## src/rtl/var_delay_pipe.sv

```systemverilog
// var_delay_pipe
//   Runtime-programmable delay line for hash-pipeline operands. NUM_LANES data
//   lanes share one valid bit. The delay (active_depth) can be changed only
//   while the pipe is empty, so entries already in flight keep their latency.
//
// Ports
//   clock         rising-edge clock
//   reset         asynchronous, active-high reset
//   enable        1 = pipeline advances this edge, 0 = all state holds
//   flush         synchronous clear of every in-flight entry (beats enable)
//   delay_sel     requested delay in enabled cycles (clamped to 1..MAX_DEPTH)
//   in_valid      input entry present
//   in_data       lane i in bits [i*DATA_WIDTH +: DATA_WIDTH]
//   out_valid     delayed entry present
//   out_data      delayed data, all-zero when out_valid = 0
//   occupancy     number of valid entries in the active stages
//   active_depth  delay currently in force
module var_delay_pipe #(
  parameter int MAX_DEPTH   = 8,
  parameter int DATA_WIDTH  = 32,
  parameter int NUM_LANES   = 2,
  parameter int RESET_DELAY = 8,
  parameter int DSEL_W      = $clog2(MAX_DEPTH + 1)
) (
  input  logic                            clock,
  input  logic                            reset,
  input  logic                            enable,
  input  logic                            flush,
  input  logic [DSEL_W-1:0]               delay_sel,
  input  logic                            in_valid,
  input  logic [NUM_LANES*DATA_WIDTH-1:0] in_data,
  output logic                            out_valid,
  output logic [NUM_LANES*DATA_WIDTH-1:0] out_data,
  output logic [DSEL_W-1:0]               occupancy,
  output logic [DSEL_W-1:0]               active_depth
);

  localparam int W     = NUM_LANES * DATA_WIDTH;
  localparam int RST_D = (RESET_DELAY < 1) ? 1 :
                         ((RESET_DELAY > MAX_DEPTH) ? MAX_DEPTH : RESET_DELAY);
  localparam logic [DSEL_W-1:0] RST_DEPTH = DSEL_W'(RST_D);

  function automatic logic [DSEL_W-1:0] clamp_depth(input logic [DSEL_W-1:0] sel);
    if (sel == '0)
      return DSEL_W'(1);
    if (int'(sel) > MAX_DEPTH)
      return DSEL_W'(MAX_DEPTH);
    return sel;
  endfunction

  logic         vld_p [MAX_DEPTH];
  logic [W-1:0] dat_p [MAX_DEPTH];
  logic [W-1:0] sel_dat;

  // Control path: valid bits, occupancy and depth. Depth reloads only when the
  // pre-edge occupancy is zero, so a delay change waits for the pipe to drain.
  always_ff @(posedge clock or posedge reset) begin
    if (reset) begin
      for (int k = 0; k < MAX_DEPTH; k++)
        vld_p[k] <= 1'b0;
      occupancy    <= '0;
      active_depth <= RST_DEPTH;
    end else begin
      if (occupancy == '0)
        active_depth <= clamp_depth(delay_sel);
      if (flush) begin
        for (int k = 0; k < MAX_DEPTH; k++)
          vld_p[k] <= 1'b0;
        occupancy <= '0;
      end else if (enable) begin
        vld_p[0] <= in_valid;
        for (int k = 1; k < MAX_DEPTH; k++)
          vld_p[k] <= (DSEL_W'(k) >= active_depth) ? 1'b0 : vld_p[k-1];
        // out_valid here is the pre-edge value of the entry leaving the pipe
        occupancy <= occupancy + DSEL_W'(in_valid) - DSEL_W'(out_valid);
      end
    end
  end

  // Data path: no reset; invalid stages are loaded with zero and the output is
  // gated by valid, so stale data never reaches out_data.
  always_ff @(posedge clock) begin
    if (flush) begin
      for (int k = 0; k < MAX_DEPTH; k++)
        dat_p[k] <= '0;
    end else if (enable) begin
      dat_p[0] <= in_valid ? in_data : '0;
      for (int k = 1; k < MAX_DEPTH; k++)
        dat_p[k] <= (DSEL_W'(k) >= active_depth) ? '0 : dat_p[k-1];
    end
  end

  // Output tap: register-only mux at stage active_depth-1
  always_comb begin
    out_valid = 1'b0;
    sel_dat   = '0;
    for (int k = 0; k < MAX_DEPTH; k++) begin
      if (DSEL_W'(k + 1) == active_depth) begin
        out_valid = vld_p[k];
        sel_dat   = dat_p[k];
      end
    end
    out_data = out_valid ? sel_dat : '0;
  end

endmodule
```

## config.mk

```make
export PLATFORM = sky130hd
export DESIGN_NAME = var_delay_pipe
export DESIGN_NICKNAME = d
export VERILOG_FILES = /design/src/rtl/var_delay_pipe.sv
export SDC_FILE = /design/constraint.sdc
export NUM_CORES = 1
export LEC_CHECK = 0
export CORE_MARGIN = 5
export CORE_UTILIZATION = 45
export CTS_CLUSTER_DIAMETER = 30
export CTS_CLUSTER_SIZE = 16
export DETAILED_ROUTE_END_ITERATION = 12
export PLACE_DENSITY = 0.66
export SLEW_MARGIN = 20
export SYNTH_ARGS = -nofsm -noshare
export SYNTH_HDL_FRONTEND = slang
export SYNTH_SLANG_ARGS = --single-unit
```

## constraint.sdc

```tcl
create_clock -name clock -period 2.87 [get_ports clock]
set_input_delay 0.574 -clock clock [delete_from_list [all_inputs] [get_ports clock]]
set_output_delay 0.574 -clock clock [all_outputs]
set_load 0.02 [all_outputs]
```

==> reports/summary.txt, run 1 <==
PortBufs - 145
Slew Limit Fails - 0
Vias in the first global route - 19150
Tmin final - 3.267 ns
Core area - 56600 µm²
Hold Vio Cnt, Final - 0
Synthesized area - 25800 µm²
WL per Instance - 23.41 µm
Post-Synthesis Cells - 2019
Total track usage - 22.14%
Peak Freq - 306.1 MHz
Yosys top cell by area - edfxtp_1
Area grow syn2layout - 35.22%
Worst-Skew Late Latency - 0.67 ns
Outcome - finished with violations
Final setup fails - 66
CP Class - reg2out
Most common cell in the netlist - edfxtp_1
Final #Nets - 2375
Warnings from Yosys - 0
# clock sinks - 528
Clock transition at path regs - 0.05 ns
Post-place setup slack - -0.2879 ns
Worst-path fanout max - 7
Synth unique cells - 55
Min-Delay Path Class - in2async
Final Cycle Share - 113.8%
Row count - 87
CTS tree - built
Pwr Density - 1014 nW/µm²
Unrepaired setup endpoints after global routing - true
TritonCTS buffer count - 118
Syn nets - 2098
Setup tns final - -21.47 ns
CTS Buffer Depth - 3
Placed Area - 29170 µm²
Syn avg cell area - 12.78 µm²
Failing checks - negative setup slack
Antenna Nets Post-Route - 0
Final GP Congestion - 0.8361
Max capacitance violation total - 0
Final cell count without fillers - 3153
Register Area - 15790 µm²
Pin count of the biggest net entering global routing - 99
First-pass GRT wire length - 110.4 mm
H-tree depth - 3
Initial antenna violation count - 1
Vias per cell - 5.893
WHS - 0.3450 ns
Share of the synthesized area in the top cell type - 59.59%
Root buffer cell - clkbuf_16
Die area - 62230 µm²
Critical Path RT - 2.30 ns
Die height - 249.5 µm
Sequential share of the synthesized area - 61.15%
Starting density of the core - 45.58%
Max IR drop VDD - 0.5711 mV
1st-iter DRT viols - 1774
Reg2reg path depth - 14
Drt pass-1 iters - 5
Layout cells sized above 1 - 28.49%
Multi-input logic area - 9868 µm²
Pleak - 0.01354 µW
Setup crit start kind - flop
Post-DP HPWL - 41.16 mm
Async S/R FF share, synth - 3.030%
Crit. End Element - output pin
Worst setup slack after layout - -0.3972 ns
Detailed-route DRC error count - 0
Max-slew headroom - 33.69%
Grt ovf - 0
N_diodes - 0
Via count - 18580
Worst Skew - 0.01705 ns
Yosys reg bits - 528
CP arrival - 2.69 ns
Fin area - 34890 µm²
Number of synthesized flops with an enable pin - 512
Fillers - 4251
WL final - 73.81 mm
Top-Level Pins - 146
Main synth FF type - edfxtp_1
Placed insts - 2882
Synth area leaders - edfxtp_1 (60%), and2_1 (11%), a22oi_1 (3.3%)
Synth top cells by count - edfxtp_1 (512), and2_1 (438), clkbuf_1 (132)
Measured slew at the worst slew-check pin - 0.9923 ns
Chip width - 249.5 µm
==> cell type report <==
type | count | area share (%)
clock buffers | 132 | 8.733
multi-input cells | 1289 | 28.28
repair buffers | 348 | 11.71
flip-flops and latches | 528 | 45.24
clock inverters | 89 | 3.177
inverters | 11 | 0.1399
well taps | 756 | 2.711
==> cells by family (layout without fill, tap and decap cells) <==
kind of cell             after synthesis  count (layout)  synth area share, %
AO/OA/AOI/OAI                        460             460                13.12
XOR/XNOR                               2               2              0.06790
adder cells (fa/ha/maj)                6               6               0.3201
buffers and inverters                202             580                3.579
flip-flops                           528             528                61.15
multiplexers                         121             121                4.961
AND/OR/NAND/NOR                      700             700                16.81
==> registers in the layout, summed over array words and instances, names as in the netlist <==
signal and flops:
dat_p 512, vld_p 8, active_depth 4, occupancy 4
==> path summary, 6_finish.rpt <==
path | from | slack (ns) | to
max | active_depth[1] | -0.40 | out_data[4]
min | reset | 0.35 | occupancy[0]
max reg2reg | active_depth[0] | -0.01 | occupancy[2]
min reg2reg | dat_p[1][55] | 0.54 | dat_p[1][119]
max in group asynchronous | reset | 1.97 | active_depth[1]
min in group clock | in_valid | 0.35 | occupancy[0]
==> metal layers <==
metal  vias to the layer above  part of all wire, %  GRT usage, %
li1                       8238                    -             -
met4                         0                  3.3         9.125
met3                       169                  7.1         3.904
met5                         -                    0             0
met2                       795                   48         36.34
met1                      9379                   41         29.35
==> report_power, final <==
group          total, µW  leakage [µW]  internal, µW  switching [µW]
Sequential          9790       0.00588          9350             444
Combinational      11600       0.00566          5110            6490
Clock              14000       0.00200          9440            4540
==> worst max-delay path, cell delays in order, from the launching register on <==
cell and delay [ns]:
dfrtp_4 0.50, buf_8 0.16, nor4b_4 0.35, and2_4 0.23
nor2_4 0.09, buf_12 0.17, buf_6 0.11, a22oi_2 0.15
buf_4 0.15, buf_6 0.11
==> cells in the final DEF, fill, tap and decap left out, types with 10 or more instances in the layout <==
| cell | count |
|---|---|
| and3_1 | 128 |
| nor2b_1 | 64 |
| clkdlybuf4s50_1 | 78 |
| and2_1 | 437 |
| a22oi_1 | 61 |
| nand2b_1 | 10 |
| buf_6 | 69 |
| o221ai_1 | 53 |
| a22oi_2 | 55 |
| edfxtp_1 | 512 |
| clkinvlp_4 | 16 |
| a22o_1 | 57 |
| a211oi_1 | 35 |
| a211oi_2 | 31 |
| buf_4 | 122 |
| clkinv_4 | 16 |
| a21oi_1 | 59 |
| mux2_2 | 55 |
| o21ai_0 | 54 |
| buf_12 | 56 |
| clkinv_2 | 19 |
| clkbuf_16 | 128 |
| bufinv_16 | 20 |
| nand2_1 | 12 |
| dfrtp_1 | 12 |
| mux2i_1 | 66 |
| clkbuf_1 | 11 |
==> stage by stage <==
stage / utilization [%] / total power (µW)
3_3_place_gp: 51.53 / 19140
4_1_cts: 60.25 / 34070
5_1_grt: 61.64 / 36590
6_report: 61.64 / 35380
3_5_place_dp: 51.53 / 19320
2_1_floorplan: - / 15430
==> what timing repair did <==
action,CTS,global route
setup endpoints to repair,66,68
resized for setup,457,80
pin swaps,31,62
setup buffers,20,16
hold buffers,0,0
cloned,3,11
No activity file was read; power rests on OpenSTA's default activity.
==> run 2, diff against run 1 <==
--- a/config.mk
+++ b/config.mk
@@ -10,7 +10,7 @@
 export CTS_CLUSTER_DIAMETER = 30
 export CTS_CLUSTER_SIZE = 16
 export DETAILED_ROUTE_END_ITERATION = 12
-export PLACE_DENSITY = 0.66
+export PLACE_DENSITY = 0.7
 export SLEW_MARGIN = 20
 export SYNTH_ARGS = -nofsm -noshare
 export SYNTH_HDL_FRONTEND = slang
==> constraint.sdc (replaced) <==
create_clock -name clock -period 4.2 [get_ports clock]
set_input_delay 0.84 -clock clock [delete_from_list [all_inputs] [get_ports clock]]
set_output_delay 0.84 -clock clock [all_outputs]
set_load 0.02 [all_outputs]
==> run 2 against run 1 <==
  * The flow now finishes without violations
  * Routed wire length is 6.8% lower
  * Sequential share of layout area is 3.6 points higher
  * Sequential power is 31% lower
  * Die area stayed put
==> reports/summary.txt, run 2 (synthesis gave the netlist of run 1 again) <==
Via count - 17820 (was 18580)
Unrepaired setup endpoints after global routing - false (was true)
Multi-input logic area - 9266 µm² (was 9868 µm²)
Worst setup slack after layout - 0.05460 ns (was -0.3972 ns)
Starting density of the core - 45.58% (unchanged)
Peak Freq - 241.2 MHz
Vias per cell - 5.930 (was 5.893)
Vias in the first global route - 18070 (was 19150)
Most frequent cells in the layout - edfxtp_1 (512), and2_1 (437), clkdlybuf4s50_1 (135) (was edfxtp_1 (512), and2_1 (437), and3_1 (128), clkbuf_16 (128), buf_4 (122))
Max-slew headroom - 22.90% (was 33.69%)
Hold Vio Cnt, Final - 0 (unchanged)
Drt pass-1 iters - 6 (was 5)
Post-place setup slack - 0.5203 ns (was -0.2879 ns)
Final Cycle Share - 98.70%
# clock sinks - 528 (unchanged)
Final GP Congestion - 0.8225 (was 0.8361)
Chip width - 249.5 µm (unchanged)
Total power - 22000 µW (was 35380 µW)
Worst-path fanout max - 29 (was 7)
WL per Instance - 22.88 µm (was 23.41 µm)
PortBufs - 145 (unchanged)
Antenna Nets Post-Route - 0 (unchanged)
Post-DP HPWL - 36.08 mm (was 41.16 mm)
Min-Delay Path Class - reg2reg (was in2async)
Layout cells sized above 1 - 15.61% (was 28.49%)
1st-iter DRT viols - 1593 (was 1774)
CTS hold repair buffers - 0 (unchanged)
Crit. End Element - output pin (unchanged)
Setup crit start kind - flop (unchanged)
Tmin final - 4.145 ns
Setup tns final - 0 ns (was -21.47 ns)
Largest reg by FF count - dat_p (unchanged)
Max IR drop VDD - 0.6175 mV (was 0.5711 mV)
CTS tree - built (unchanged)
N_diodes - 0 (unchanged)
Worst Skew - 0.01921 ns (was 0.01705 ns)
Total track usage - 21.04% (was 22.14%)
Die area - 62230 µm² (unchanged)
Placed insts - 2778 (was 2882)
Max reg flops - 512 (unchanged)
CP Class - reg2out (unchanged)
Pin count of the biggest net entering global routing - 196 (was 99)
Measured slew at the worst slew-check pin - 1.157 ns (was 0.9923 ns)
Core area - 56600 µm² (unchanged)
Post-Route Utilization - 57.04% (was 61.64%)
Critical Path RT - 3.36 ns (was 2.30 ns)
Fillers - 4533 (was 4251)
TritonCTS buffer count - 115 (was 118)
Worst-Skew Late Latency - 0.65 ns (was 0.67 ns)
Register Area - 15790 µm² (unchanged)
Pleak - 0.01232 µW (was 0.01354 µW)
Initial antenna violation count - 0 (was 1)
Row count - 87 (unchanged)
Detailed-route DRC error count - 0 (unchanged)
Final #Nets - 2228 (was 2375)
Root buffer cell - clkbuf_16 (unchanged)
CP Cell Sequence - nor4b_4 -> buf_4 -> buf_6 -> a22oi_1 -> a22oi_1 -> clkdlybuf4s50_1 (was buf_8 -> nor4b_4 -> and2_4 -> nor2_4 -> buf_12 -> buf_6 -> a22oi_2 -> buf_4 -> buf_6)
Most frequent CP cell - a22oi_1 (was buf_6)
CTS Buffer Depth - 3 (unchanged)
Clock transition at path regs - 0.05 ns (about the same)
Outcome - complete, no violations (was finished with violations)
First-pass GRT wire length - 105.5 mm (was 110.4 mm)
WL final - 68.77 mm (was 73.81 mm)
Pwr Density - 681.5 nW/µm² (was 1014 nW/µm²)
Grt ovf - 0 (unchanged)
Regs by FF count - dat_p (512), vld_p (8) (unchanged)
Max capacitance violation total - 0 (unchanged)
Die height - 249.5 µm (unchanged)
Slowest stage delay, CP - 0.68 ns (was 0.50 ns)
Top-Level Pins - 146 (unchanged)
Final setup fails - 0 (was 66)
Area grow syn2layout - 25.14% (was 35.22%)
Slew Limit Fails - 0 (unchanged)
Slowest CP cell - dfstp_2 (was dfrtp_4)
Most common cell after layout, fill and taps aside - edfxtp_1 (unchanged)
Bufs and invs on worst path - 3 (was 5)
Final cell count without fillers - 3005 (was 3153)
CP arrival - 3.31 ns (was 2.69 ns)
Top delay family on crit path - buffers and inverters (unchanged)
H-tree depth - 3 (unchanged)
[run 2: path summary, 6_finish.rpt]
kind / startpoint / end / slack, ns / cells past startpoint
max in group asynchronous: reset / active_depth[0] / 3.05 / 2
min reg2reg: dat_p[0][211] / dat_p[1][19] / 0.54 / 1
max: active_depth[3] / out_data[19] / 0.05 / 6
min in group asynchronous: reset / vld_p[2] / 0.61 / 2
max reg2reg: active_depth[0] / occupancy[2] / 1.11 / 11
min: dat_p[0][211] / dat_p[1][19] / 0.54 / 1
[run 2: stage by stage]
| stage | hold slack [ns] | cell area [µm²] |
|---|---|---|
| 2_1_floorplan | 0.4813 | 25830 |
| 3_3_place_gp | 0.5162 | 27980 |
| 3_5_place_dp | 0.5141 | 27980 |
| 4_1_cts | 0.5293 | 32170 |
| 5_1_grt | 0.5479 | 32290 |
| 6_report | 0.5373 | 32290 |
[run 2: routing by layer]
layer  routed length [µm]  GRT usage [%]  part of all wire [%]
met3                 4442          4.248                   6.5
met1                29360          28.76                    43
met2                32930          33.62                    48
met4                 2039          7.683                   3.0
met5                    0              0                     0
[run 2: area by class of cell]
type,instances,share of cell area [%]
Clock inverter,89,3.581
Clock buffer,128,9.064
Sequential cell,528,48.89
Timing Repair Buffer,204,6.696
Tap cell,756,2.930
Inverter,11,0.1395
Multi-Input combinational cell,1289,28.70
[run 2: worst register-to-register path, cell delays in order (launching register included)]
cell and delay, ns:
dfrtp_4 0.63, nor4b_4 0.11, and2_2 0.26, nor2_4 0.22, buf_4 0.30, nand2_1 0.15, ha_1 0.30, inv_1 0.04
ha_1 0.21, fa_1 0.41, xnor2_1 0.14, a211oi_1 0.22
[run 2: repair_timing]
item / CTS / global route
setup buffers: 7 / 1
pin swaps: 1 / 2
gates cloned: 0 / 2
endpoints found under the setup margin: 60 / 28
gates resized for setup: 16 / 18
[run 2: report_power, final]
group / total, µW / internal, µW / switching (µW)
sequential: 6760 / 6390 / 364
combinational: 5840 / 2120 / 3720
clock: 9410 / 6420 / 2990
total: 22000 / 14900 / 7070
==> run 3, diff against run 2 <==
==> constraint.sdc (replaced) <==
create_clock -name clock -period 4.2 [get_ports clock]
set_input_delay 0.42 -clock clock [delete_from_list [all_inputs] [get_ports clock]]
set_output_delay 0.42 -clock clock [all_outputs]
set_load 0.02 [all_outputs]
==> run 3 against run 2 <==
  * Setup slack better by 0.074 ns
  * Combinational power fell by 7.4%
  * Routed wire length down 2.2%
  * Design area shrank 0.81%
  * Largest cell class unchanged
  * First-iteration DRC count increased by 10%
  * Critical path depth unchanged
  * Register-to-register slack worse by 0.23 ns
  * Cell count decreased by 0.27%
  * Flip-flop and latch count stayed put
  * Hold slack worse by 0.36 ns
  * Power is 2.2% lower
==> reports/summary.txt, run 3 (synthesis gave the netlist of run 1 again) <==
Worst Skew - 0.04342 ns (was 0.01921 ns)
Area grow syn2layout - 24.13% (was 25.14%)
Final cell count without fillers - 2997 (was 3005)
Vias per cell - 5.857 (was 5.930)
Via count - 17550 (was 17820)
Die height - 249.5 µm (unchanged)
Most frequent cells in the layout - edfxtp_1 (512), and2_1 (438), clkdlybuf4s50_1 (141) (was edfxtp_1 (512), and2_1 (437), clkdlybuf4s50_1 (135))
Pleak - 0.01211 µW (was 0.01232 µW)
1st-iter DRT viols - 1754 (was 1593)
CTS Buffer Depth - 3 (unchanged)
Placed insts - 2768 (was 2778)
CP Class - reg2out (unchanged)
CP arrival - 3.65 ns (was 3.31 ns)
Gate power share - 25.1% (was 26.5%)
Detailed-route DRC error count - 0 (unchanged)
Unrepaired setup endpoints after global routing - false (unchanged)
Grt ovf - 0 (unchanged)
Pin count of the biggest net entering global routing - 191 (was 196)
Final setup fails - 0 (unchanged)
First-pass GRT wire length - 105.0 mm (was 105.5 mm)
PortBufs - 145 (unchanged)
Top-Level Pins - 146 (unchanged)
WL final - 67.26 mm (was 68.77 mm)
Placed Area - 27910 µm² (was 27980 µm²)
CTS tree - built (unchanged)
Top delay family on crit path - buffers and inverters (unchanged)
Final GP Congestion - 0.8518 (was 0.8225)
Antenna Nets Post-Route - 0 (unchanged)
Die area - 62230 µm² (unchanged)
Root buffer cell - clkbuf_16 (unchanged)
Setup tns final - 0 ns (unchanged)
Total power - 21510 µW (was 22000 µW)
Vias in the first global route - 18200 (was 18070)
Max IR drop VDD - 0.4345 mV (was 0.6175 mV)
Setup bufs post-CTS - 0 (was 7)
Peak Freq - 245.6 MHz (was 241.2 MHz)
Regs by FF count - dat_p (512), vld_p (8) (unchanged)
# clock sinks - 528 (unchanged)
Row count - 87 (unchanged)
Fin area - 32030 µm² (was 32290 µm²)
CTS hold repair buffers - 0 (unchanged)
Clock power frac - 43.1% (was 42.8%)
Bufs and invs on worst path - 3 (unchanged)
Max reg flops - 512 (unchanged)
Slowest stage delay, CP - 0.78 ns (was 0.68 ns)
Tmin final - 4.072 ns (was 4.145 ns)
Critical Path RT - 3.78 ns (was 3.36 ns)
Worst-path fanout max - 46 (was 29)
Pwr Density - 671.7 nW/µm² (was 681.5 nW/µm²)
Outcome - complete, no violations (unchanged)
Max-slew headroom - 25.71% (was 22.90%)
Setup crit start kind - flop (unchanged)
Sequential share of power - 31.7% (was 30.7%)
Starting density of the core - 45.58% (unchanged)
Core area - 56600 µm² (unchanged)
Internal - 14570 µW (was 14930 µW)
Measured slew at the worst slew-check pin - 1.114 ns (was 1.157 ns)
Sw frac - 32.25% (was 32.15%)
Post-DP HPWL - 35.38 mm (was 36.08 mm)
Chip width - 249.5 µm (unchanged)
TritonCTS buffer count - 119 (was 115)
Psw - 6938 µW (was 7074 µW)
Drt pass-1 iters - 5 (was 6)
Initial antenna violation count - 0 (unchanged)
Fillers - 4576 (was 4533)
Hold Vio Cnt, Final - 0 (unchanged)
WL per Instance - 22.44 µm (was 22.88 µm)
Clock transition at path regs - 0.05 ns (about the same)
H-tree depth - 3 (unchanged)
Layout cells sized above 1 - 14.43% (was 15.61%)
Final #Nets - 2212 (was 2228)
Largest reg by FF count - dat_p (unchanged)
Crit. End Element - output pin (unchanged)
Max capacitance violation total - 0 (unchanged)
Final Cycle Share - 96.95% (was 98.70%)
Min-Delay Path Class - in2async (was reg2reg)
Slew Limit Fails - 0 (unchanged)
Most common cell after layout, fill and taps aside - edfxtp_1 (unchanged)
Slowest CP cell - dfstp_4 (was dfstp_2)
Worst-Skew Late Latency - 0.67 ns (was 0.65 ns)
Total track usage - 20.98% (was 21.04%)
CP Cell Sequence - inv_1 -> or3_2 -> buf_12 -> o221ai_1 -> a22oi_1 -> clkdlybuf4s50_1 (was nor4b_4 -> buf_4 -> buf_6 -> a22oi_1 -> a22oi_1 -> clkdlybuf4s50_1)
==> run 3: power groups by stage <==
| stage | combinational [µW] | clock, µW | sequential, µW |
|---|---|---|---|
| after CTS | 5400 | 9400 | 6820 |
| final | 5410 | 9280 | 6830 |
| after global placement | 5280 | 0 | 6870 |
| after detailed placement | 5360 | 0 | 6890 |
| after global routing | 5780 | 9700 | 6890 |
| after floorplan | 3800 | 0 | 6740 |
==> run 3: final timing paths <==
check	startpoint	to	slack, ns	cells after the start
worst max-delay path	active_depth[3]	out_data[11]	0.13	6
worst min-delay path	reset	vld_p[7]	0.18	2
worst max register to register	active_depth[3]	occupancy[2]	0.88	11
worst min register to register	dat_p[0][213]	dat_p[1][21]	0.52	1
max in group asynchronous	reset	active_depth[0]	3.47	2
min in group clock	in_valid	occupancy[0]	0.19	4
==> run 3: area by class of cell <==
cell class	count	area, µm²	area share, %
Tap cell	756	945.9	2.954
Sequential cell	528	15790	49.30
Clock buffer	137	3109	9.709
Timing Repair Buffer	184	1952	6.095
Antenna cell	2	5.005	0.01563
Inverter	11	45.04	0.1406
Clock inverter	90	980.9	3.063
Multi-Input combinational cell	1289	9200	28.73
==> run 3: timing repair <==
item                       CTS  global route
hold endpoints to repair     0             0
setup endpoints to repair    9             3
resized for setup            2             2
==> run 3: through the flow <==
stage          util (%)  setup WS, ns  hold WS [ns]
6_report          56.58        0.1283        0.1756
2_1_floorplan         -        -4.621        0.3330
3_5_place_dp      49.31        0.6633        0.5261
5_1_grt           56.57       0.01342        0.2226
3_3_place_gp      49.31        0.6717        0.5142
4_1_cts           56.55       0.04138        0.1693
==> run 3: per-layer routing <==
layer  track usage [%]  vias to the layer above  wire, µm
met5                 0                        -         0
met4             7.777                        0      1892
met3             3.769                      145      4302
met2             33.89                      654     32290
met1             28.61                     8835     28780
li1                  -                     7918         -
